$ cat src/rtl/breath_pkg.sv
// Shared definitions for the multi-channel LED breathing controller:
// global mode encodings and the per-channel state machine states.
package breath_pkg;

    localparam logic [1:0] MODE_OFF     = 2'd0;
    localparam logic [1:0] MODE_ON      = 2'd1;
    localparam logic [1:0] MODE_BREATHE = 2'd2;
    localparam logic [1:0] MODE_BLINK   = 2'd3;

    typedef enum logic [2:0] {
        WAIT,
        RISE,
        HOLD_HI,
        FALL,
        HOLD_LO
    } chan_state_t;

endpackage

$ cat src/rtl/breath_chan.sv
// One breathing/blink channel: stagger delay, triangle ramp with peak/trough
// dwell, or square blink, all advancing once per 1 ms tick.
module breath_chan
    import breath_pkg::*;
#(
    parameter int BITS   = 10,
    parameter int RANGE  = 999,
    parameter int STEP_W = 4,
    parameter int HOLD_W = 8,
    parameter int RELOAD = 0
) (
    input  logic              clk1ms,
    input  logic              rst,
    input  logic              en,
    input  logic              restart,
    input  logic [1:0]        mode,
    input  logic [STEP_W-1:0] step,
    input  logic [HOLD_W-1:0] hold,
    output logic [BITS-1:0]   duty,
    output logic              cycle_done
);

    localparam int WAIT_W = (RELOAD > 0) ? $clog2(RELOAD + 1) : 1;
    localparam logic [WAIT_W-1:0] WAIT_INIT = WAIT_W'(RELOAD);
    localparam logic [BITS:0]     RANGE_X   = (BITS + 1)'(RANGE);
    localparam logic [BITS-1:0]   RANGE_B   = BITS'(RANGE);

    chan_state_t       state;
    logic [WAIT_W-1:0] wait_cnt;
    logic [HOLD_W-1:0] hcnt;
    logic              done_q;

    logic [BITS:0]   step_x;
    logic [BITS:0]   duty_x;
    logic [BITS:0]   rise_sum;
    logic [BITS:0]   fall_diff;
    logic [HOLD_W:0] hcnt_inc;
    logic [HOLD_W:0] hcnt_x;
    logic [HOLD_W:0] hold_x;
    logic            rise_sat;
    logic            fall_end;
    logic            hold_zero;
    logic            waiting;

    // One bit of headroom keeps the ramp from wrapping at either end.
    assign step_x    = (step == '0) ? (BITS + 1)'(1) : (BITS + 1)'(step);
    assign duty_x    = {1'b0, duty};
    assign rise_sum  = duty_x + step_x;
    assign fall_diff = duty_x - step_x;
    assign rise_sat  = rise_sum >= RANGE_X;
    assign fall_end  = duty_x <= step_x;
    assign hcnt_x    = {1'b0, hcnt};
    assign hcnt_inc  = hcnt_x + (HOLD_W + 1)'(1);
    assign hold_x    = {1'b0, hold};
    assign hold_zero = hold == '0;
    assign waiting   = (state == WAIT) && (wait_cnt != '0);

    assign cycle_done = done_q & en;

    always_ff @(posedge clk1ms or negedge rst) begin
        if (!rst) begin
            state    <= WAIT;
            wait_cnt <= WAIT_INIT;
            hcnt     <= '0;
            duty     <= '0;
            done_q   <= 1'b0;
        end else if (en) begin
            done_q <= 1'b0;
            if (restart || mode == MODE_OFF || mode == MODE_ON) begin
                state    <= WAIT;
                wait_cnt <= WAIT_INIT;
                hcnt     <= '0;
                duty     <= (!restart && mode == MODE_ON) ? RANGE_B : '0;
            end else if (waiting) begin
                wait_cnt <= wait_cnt - WAIT_W'(1);
            end else if (mode == MODE_BREATHE) begin
                case (state)
                    WAIT, RISE: begin
                        if (rise_sat) begin
                            duty  <= RANGE_B;
                            hcnt  <= '0;
                            state <= hold_zero ? FALL : HOLD_HI;
                        end else begin
                            duty  <= rise_sum[BITS-1:0];
                            state <= RISE;
                        end
                    end
                    HOLD_HI: begin
                        if (hcnt_inc >= hold_x) begin
                            hcnt  <= '0;
                            state <= FALL;
                        end else begin
                            hcnt <= hcnt_inc[HOLD_W-1:0];
                        end
                    end
                    FALL: begin
                        if (fall_end) begin
                            duty   <= '0;
                            done_q <= 1'b1;
                            hcnt   <= '0;
                            state  <= hold_zero ? RISE : HOLD_LO;
                        end else begin
                            duty <= fall_diff[BITS-1:0];
                        end
                    end
                    HOLD_LO: begin
                        if (hcnt_inc >= hold_x) begin
                            hcnt  <= '0;
                            state <= RISE;
                        end else begin
                            hcnt <= hcnt_inc[HOLD_W-1:0];
                        end
                    end
                    default: state <= WAIT;
                endcase
            end else begin
                // Blink reuses the hold states as its high and low half-periods.
                case (state)
                    HOLD_HI: begin
                        if (hcnt_x >= hold_x) begin
                            duty   <= '0;
                            done_q <= 1'b1;
                            hcnt   <= '0;
                            state  <= HOLD_LO;
                        end else begin
                            hcnt <= hcnt_inc[HOLD_W-1:0];
                        end
                    end
                    HOLD_LO: begin
                        if (hcnt_x >= hold_x) begin
                            duty  <= RANGE_B;
                            hcnt  <= '0;
                            state <= HOLD_HI;
                        end else begin
                            hcnt <= hcnt_inc[HOLD_W-1:0];
                        end
                    end
                    default: begin
                        duty  <= RANGE_B;
                        hcnt  <= '0;
                        state <= HOLD_HI;
                    end
                endcase
            end
        end
    end

endmodule

$ cat src/rtl/breath_ctrl.sv
// Multi-channel LED breathing controller: staggered channel instances plus
// the previous-mode register that restarts every channel on a mode change.
module breath_ctrl
    import breath_pkg::*;
#(
    parameter int CHANNELS = 4,
    parameter int BITS     = 10,
    parameter int RANGE    = 999,
    parameter int STEP_W   = 4,
    parameter int HOLD_W   = 8,
    parameter int STAGGER  = 100
) (
    input  logic                     clk1ms,
    input  logic                     rst,
    input  logic                     en,
    input  logic [1:0]               mode,
    input  logic [STEP_W-1:0]        step,
    input  logic [HOLD_W-1:0]        hold,
    output logic [CHANNELS*BITS-1:0] duty,
    output logic [CHANNELS-1:0]      cycle_done
);

    logic [1:0] prev_mode;
    logic       restart;

    assign restart = en && (mode != prev_mode);

    always_ff @(posedge clk1ms or negedge rst) begin
        if (!rst) begin
            prev_mode <= MODE_BREATHE;
        end else if (en) begin
            prev_mode <= mode;
        end
    end

    for (genvar i = 0; i < CHANNELS; i++) begin : g_chan
        breath_chan #(
            .BITS   (BITS),
            .RANGE  (RANGE),
            .STEP_W (STEP_W),
            .HOLD_W (HOLD_W),
            .RELOAD (i * STAGGER)
        ) u_chan (
            .clk1ms     (clk1ms),
            .rst        (rst),
            .en         (en),
            .restart    (restart),
            .mode       (mode),
            .step       (step),
            .hold       (hold),
            .duty       (duty[i*BITS +: BITS]),
            .cycle_done (cycle_done[i])
        );
    end

endmodule
$ cat config.mk
export PLATFORM = sky130hd
export DESIGN_NAME = breath_ctrl
export DESIGN_NICKNAME = d
export VERILOG_FILES = /design/src/rtl/breath_pkg.sv /design/src/rtl/breath_chan.sv /design/src/rtl/breath_ctrl.sv
export SDC_FILE = /design/constraint.sdc
export NUM_CORES = 1
export LEC_CHECK = 0
export BUFFER_PORTS_ARGS = -buffer_cell sky130_fd_sc_hd__buf_2
export CAP_MARGIN = 20
export CORE_ASPECT_RATIO = 1.5
export CORE_MARGIN = 4
export CORE_UTILIZATION = 58
export CTS_CLUSTER_SIZE = 30
export DETAILED_ROUTE_END_ITERATION = 10
export PLACE_DENSITY_LB_ADDON = 0.1
export SYNTH_ARGS = -nofsm -noshare
export SYNTH_HDL_FRONTEND = slang
export SYNTH_HIERARCHICAL = 1
export SYNTH_SLANG_ARGS = --single-unit
$ cat constraint.sdc
create_clock -name clk1ms -period 5.6 [get_ports clk1ms]
set_clock_uncertainty 0.1 [all_clocks]
set_input_delay 1.4 -clock clk1ms [delete_from_list [all_inputs] [get_ports clk1ms]]
set_output_delay 1.4 -clock clk1ms [all_outputs]
set_load 0.03 [all_outputs]
==> results of run 1 <==
==> final cells by class <==
type / count / area [um^2]
clock buffer: 22 / 484
inverter: 114 / 428
timing repair buffer: 75 / 415
sequential: 115 / 2890
tap: 260 / 325
clock inverter: 10 / 82.6
multi-input combinational: 1166 / 8180
fill: 1803 / 7140
==> placed cells by master, fill, tap and decap left out, types with 15 or more instances in the layout <==
cell type  instances
buf_2             59
xor2_1            20
and3_1            20
and2_1            19
a211oi_1          18
nand2_1          124
o21ai_1           15
clkbuf_16         17
ha_1             106
nor2b_1           24
nor3_1            34
inv_1            113
buf_4             16
nand2b_1          36
o211ai_1          24
nand3_1           47
xnor2_1           44
a31oi_1           16
o21ai_0           97
a21oi_1           83
dfrtp_1          104
nor4_1            19
nor2_1            99
==> layer usage <==
metal | GRT usage (%) | up-vias | part of all wire (%)
met1 | 34.5 | 5388 | 41
li1 | - | 5421 | -
met5 | 0 | - | 0
met2 | 50.1 | 429 | 50
met3 | 4.02 | 108 | 4.9
met4 | 13.1 | 0 | 4.0
==> state kept, by name, summed over array words and instances, names as in the netlist <==
register	flops
g_chan.u_chan/state	12
g_chan.u_chan/wait_cnt	25
g_chan.u_chan/hcnt	32
prev_mode	2
g_chan.u_chan/duty	40
g_chan.u_chan/done_q	4
==> worst min-delay path by stage <==
stage | from | end | slack [ps] | cells past startpoint
CTS | g_chan[3].u_chan/wait_cnt[8]$_DFFE_PN1P_ | g_chan[3].u_chan/wait_cnt[8]$_DFFE_PN1P_ | 400 | 2
global placement | g_chan[3].u_chan/wait_cnt[8]$_DFFE_PN1P_ | g_chan[3].u_chan/wait_cnt[8]$_DFFE_PN1P_ | 370 | 2
floorplan | g_chan[3].u_chan/wait_cnt[8]$_DFFE_PN1P_ | g_chan[3].u_chan/wait_cnt[8]$_DFFE_PN1P_ | 360 | 2
global route | g_chan[3].u_chan/wait_cnt[8]$_DFFE_PN1P_ | g_chan[3].u_chan/wait_cnt[8]$_DFFE_PN1P_ | 430 | 2
detailed placement | g_chan[3].u_chan/wait_cnt[8]$_DFFE_PN1P_ | g_chan[3].u_chan/wait_cnt[8]$_DFFE_PN1P_ | 390 | 2
finish | g_chan[3].u_chan/wait_cnt[8]$_DFFE_PN1P_ | g_chan[3].u_chan/wait_cnt[8]$_DFFE_PN1P_ | 400 | 2
==> kinds of logic (layout without fill, tap and decap cells) <==
| kind of cell | Yosys count | in the layout | share of synthesized area, % |
|---|---|---|---|
| XOR/XNOR | 64 | 64 | 4.73 |
| multiplexers | 19 | 19 | 1.69 |
| AO/OA/AOI/OAI | 451 | 451 | 27.0 |
| AND/OR/NAND/NOR | 518 | 518 | 23.0 |
| buffers and inverters | 186 | 221 | 6.65 |
| flip-flops | 115 | 115 | 24.4 |
| adder cells (fa/ha/maj) | 114 | 114 | 12.5 |
==> per-stage QoR <==
| step | setup WS (ps) | total power [mW] | area (um^2) |
|---|---|---|---|
| final | 1020 | 4.93 | 12800 |
| after floorplan | 1080 | 3.27 | 11900 |
| after global routing | 813 | 5.29 | 12800 |
| after CTS | 1040 | 4.92 | 12800 |
| after detailed placement | 582 | 3.84 | 12200 |
| after global placement | 667 | 3.82 | 12200 |
==> power by group <==
part           leakage [nW]  internal [mW]  switching [mW]
Sequential             1.48           1.04           0.389
Combinational          4.04          0.961            1.49
Clock                 0.277          0.651           0.401
==> worst max-delay path, stage by stage <==
cell      delay [ps]
buf_2            150
inv_1            180
a31o_2           210
ha_1             160
inv_1             50
fa_1             430
o21bai_2         170
a21oi_2          120
nor3_2           290
xnor2_1          100
or4_4            510
o211a_1          280
o22a_1           370
mux2_4           350
==> results.json, run 1 <==
{
  "status": "completed",
  "rr_startpoint": "g_chan[2].u_chan/duty[1]$_DFFE_PN0P_",
  "root_buffer": "clkbuf_16",
  "grt_start_max_net_pins": 48,
  "drt_iter0_markers": 884,
  "grt_pass1_wl_mm": 54.6,
  "wirelength_mm": 32.3,
  "drv_cap": 0,
  "avgSynthCellArea_um2": 8.08,
  "crit_path_end": "g_chan[2].u_chan/hcnt[0]$_DFFE_PN0P_",
  "synthFlopType": "dfrtp_1",
  "post-route-drc-count": 0,
  "postSynthCellCount": 1467,
  "tritoncts": "done",
  "r2r_cells": 10,
  "synth_area_leaders": "dfrtp_1, ha_1, o21ai_0, nand2_1, inv_1",
  "dp.cells": 1730,
  "synthArstFlopShare_pct": 100,
  "nNetsFinal": 1620,
  "endpoint_kind": "flip-flop",
  "synth.ff_latch_count": 115,
  "vias": 11300,
  "die_width_um": 125,
  "place_congestion": 0.935,
  "track_usage_pct": 28.5,
  "utilization_pct": 64.2,
  "fmax_mhz": 218,
  "drive_gt1_share_pct": 11.7,
  "ioPinCount": 61,
  "n_antenna_cell": 0,
  "cp_max_fo": 8,
  "postCtsSetupBuffers": 0,
  "antenna_found_initial": 0,
  "startpoint_type": "input port",
  "portBuffers": 60,
  "die_area_um2": 22800,
  "start_util_pct": 59.5,
  "die_h_um": 183,
  "cts_buffers": 17,
  "synth_most_common_cell": "nand2_1",
  "holdWs_ps": 397,
  "htree_levels": 4,
  "crit_type": "in -> reg",
  "timing.rr.end": "g_chan[2].u_chan/hcnt[0]$_DFFE_PN0P_",
  "r2r_setup_slack_ps": 2080,
  "crit_required_ps": 5810,
  "min_period_ps": 4580,
  "setup_viol": 0,
  "relSlewSlack_pct": 47.8,
  "cts_buffer_depth": 2,
  "cts_resized": 0,
  "clock-sinks": 115,
  "placementRows": 63,
  "worstPathArrival_ps": 4780,
  "yosysSeqAreaShare_pct": 24.4,
  "synth_fp_nets": 1598,
  "finalHoldViolCount": 0,
  "synth_top_area_share_pct": 21.9,
  "fin_tns_setup_ps": 0,
  "vias_per_cell": 6.44,
  "vdd_drop_max_uv": 202,
  "fin_cells": 1762,
  "clk_latency_ps": 430,
  "power_per_cell_area_nw_per_um2": 385,
  "path_clk_slew_ps": 50,
  "finalCritPeriodShare_pct": 81.8,
  "area_growth_pct": 7.99,
  "overflow": 0,
  "cp-startpoint": "step[1]",
  "rsz0062_at_grt": "false",
  "synth_edf_count": 0,
  "dp_hpwl_mm": 24.0,
  "grt_pass1_vias": 11100,
  "synth_cell_types": 113,
  "synthTopCellsByCount": "nand2_1, inv_1, ha_1, dfrtp_1, nor2_1",
  "worstMarginPinSlew_ps": 782,
  "min_path_type": "reg -> reg",
  "maxSlewViolCount": 0,
  "yosys.area.top_type": "dfrtp_1",
  "postCtsHoldBufs": 0,
  "yosys_warnings": 6,
  "synthesis.area_um2": 11900,
  "p_leak_nw": 5.81,
  "post_drt_wl_per_cell_um": 18.4,
  "core-area_um2": 19900,
  "drt-pass1-iter-count": 6,
  "postRouteAntennaNets": 0
}
(Power assumes the default switching activity.)
==> inputs of run 2 (changes only) <==
==> constraint.sdc (replaced) <==
create_clock -name clk1ms -period 4.75 [get_ports clk1ms]
set_clock_uncertainty 0.1 [all_clocks]
set_input_delay 1.1875 -clock clk1ms [delete_from_list [all_inputs] [get_ports clk1ms]]
set_output_delay 1.1875 -clock clk1ms [all_outputs]
set_load 0.03 [all_outputs]
==> results.json, run 2 (synthesized netlist as in run 1, its figures left out) <==
{
  "vdd_drop_max_uv": 256,
  "vias_per_cell": 6.43,
  "clk_latency_ps": 430,
  "critical-path-max-stage-delay_ps": 510,
  "clock-sinks": 115,
  "finalHoldViolCount": 0,
  "maxSlewViolCount": 0,
  "crit_family": "compound AO/OA/AOI/OAI gates",
  "placed_cell_area_um2": 12300,
  "start_util_pct": 59.5,
  "largest_reg_flops": 40,
  "cts_buffer_depth": 2,
  "dp_hpwl_mm": 24.2,
  "relSlewSlack_pct": 41.7,
  "cp_max_fo": 8,
  "drv_cap": 0,
  "track_usage_pct": 28.3,
  "antenna_found_initial": 0,
  "crit_slowest_cell": "or4_4",
  "crit_buf_inv": 3,
  "place_congestion": 0.943,
  "htree_levels": 4,
  "postRouteAntennaNets": 0,
  "layout.cells.most_common_list": "nand2_1, inv_1, ha_1",
  "ioPinCount": 61,
  "vias": 11400,
  "grt_start_max_net_pins": 64,
  "fmax_mhz": 238,
  "die_h_um": 183,
  "path_common_cell": "inv_1",
  "worstPathArrival_ps": 4410,
  "finish.instance_area_um2": 13000,
  "regMostFlops": "g_chan.u_chan/duty",
  "finalCritPeriodShare_pct": 88.4,
  "setup_viol": 0,
  "layout_commonest_cell": "nand2_1",
  "fin_tns_setup_ps": 0,
  "post-route-drc-count": 0,
  "n_antenna_cell": 0,
  "area_growth_pct": 9.27,
  "min_period_ps": 4200,
  "wirelength_mm": 32.7,
  "grt_pass1_wl_mm": 54.2,
  "root_buffer": "clkbuf_16",
  "rsz0062_at_grt": "false",
  "crit_required_ps": 4960,
  "crit_type": "in -> reg",
  "status": "completed",
  "drt_iter0_markers": 779,
  "cts_buffers": 17,
  "postCtsHoldBufs": 0,
  "grt_pass1_vias": 11200,
  "overflow": 0,
  "reg_top3": "g_chan.u_chan/duty x40, g_chan.u_chan/hcnt x32, g_chan.u_chan/wait_cnt x25",
  "drive_gt1_share_pct": 12.2,
  "portBuffers": 60,
  "p_leak_nw": 5.89,
  "power_per_cell_area_nw_per_um2": 466,
  "post_drt_wl_per_cell_um": 18.5,
  "placementRows": 63,
  "crit_chain": "buf_2, inv_1, a31o_2, ha_1, inv_1, fa_1, o21bai_2, a21oi_2, nor3_2, xnor2_1, or4_4, o211a_1, o22a_1, mux2_4",
  "path_clk_slew_ps": 60,
  "postCtsSetupBuffers": 0,
  "drt-pass1-iter-count": 6,
  "tritoncts": "done",
  "core-area_um2": 19900,
  "die_width_um": 125,
  "endpoint_kind": "flip-flop",
  "die_area_um2": 22800,
  "nNetsFinal": 1629,
  "cts_resized": 0,
  "min_path_type": "reg -> reg",
  "worstMarginPinSlew_ps": 875,
  "startpoint_type": "input port"
}
-- run 2: per-stage QoR --
step / hold WS, ps / utilization, % / power, mW / setup WS (ps) / cells
after floorplan: 358 / - / 3.86 / 442 / 1467
after global placement: 376 / 61.7 / 4.50 / 210 / 1739
after detailed placement: 385 / 61.7 / 4.54 / 121 / 1739
after CTS: 396 / 65.0 / 6.02 / 564 / 1771
after global routing: 437 / 65.0 / 6.47 / 353 / 1771
final: 394 / 65.0 / 6.04 / 550 / 1771
-- run 2: cell type report --
class	count	area [um^2]
well taps	260	325
multi-input cells	1166	8180
fillers	1779	6990
clock buffers	22	474
inverters	114	428
clock inverters	10	178
flip-flops and latches	115	2890
repair buffers	84	483
-- run 2: path summary, 6_finish.rpt --
path / start / to / slack [ps] / depth (start not counted)
hold reg to reg: g_chan[3].u_chan/wait_cnt[8]$_DFFE_PN1P_ / g_chan[3].u_chan/wait_cnt[8]$_DFFE_PN1P_ / 390 / 2
hold / removal: g_chan[3].u_chan/wait_cnt[8]$_DFFE_PN1P_ / g_chan[3].u_chan/wait_cnt[8]$_DFFE_PN1P_ / 390 / 2
setup reg to reg: g_chan[2].u_chan/duty[1]$_DFFE_PN0P_ / g_chan[2].u_chan/hcnt[0]$_DFFE_PN0P_ / 1300 / 10
setup / recovery: step[1] / g_chan[2].u_chan/hcnt[0]$_DFFE_PN0P_ / 550 / 14
min in group asynchronous: rst / g_chan[3].u_chan/duty[3]$_DFFE_PN0P_ / 750 / 1
max in group asynchronous: rst / g_chan[0].u_chan/hcnt[1]$_DFFE_PN0P_ / 2880 / 2
-- run 2: power by group --
group	internal [mW]	switching (mW)
combinational	1.15	1.76
sequential	1.23	0.458
clock	0.968	0.478
-- run 2: worst register-to-register path: cells and delay by family, from the launching register on --
kind	cells	cell delay, ps
xor gates and xnor gates	1	90
and+or+nand+nor	2	780
muxes	1	350
AOI/OAI and AO/OA	4	920
DFF	1	460
adders and majority gates	1	510
buffers and inverters	1	120
-- run 2: layer usage --
layer / part of all wire (%) / GRT usage, % / vias to the layer above
li1: - / - / 5450
met1: 41 / 34.5 / 5468
met2: 51 / 50.1 / 385
met3: 5.1 / 4.22 / 79
met4: 3.2 / 11.5 / 0
met5: 0 / 0 / -
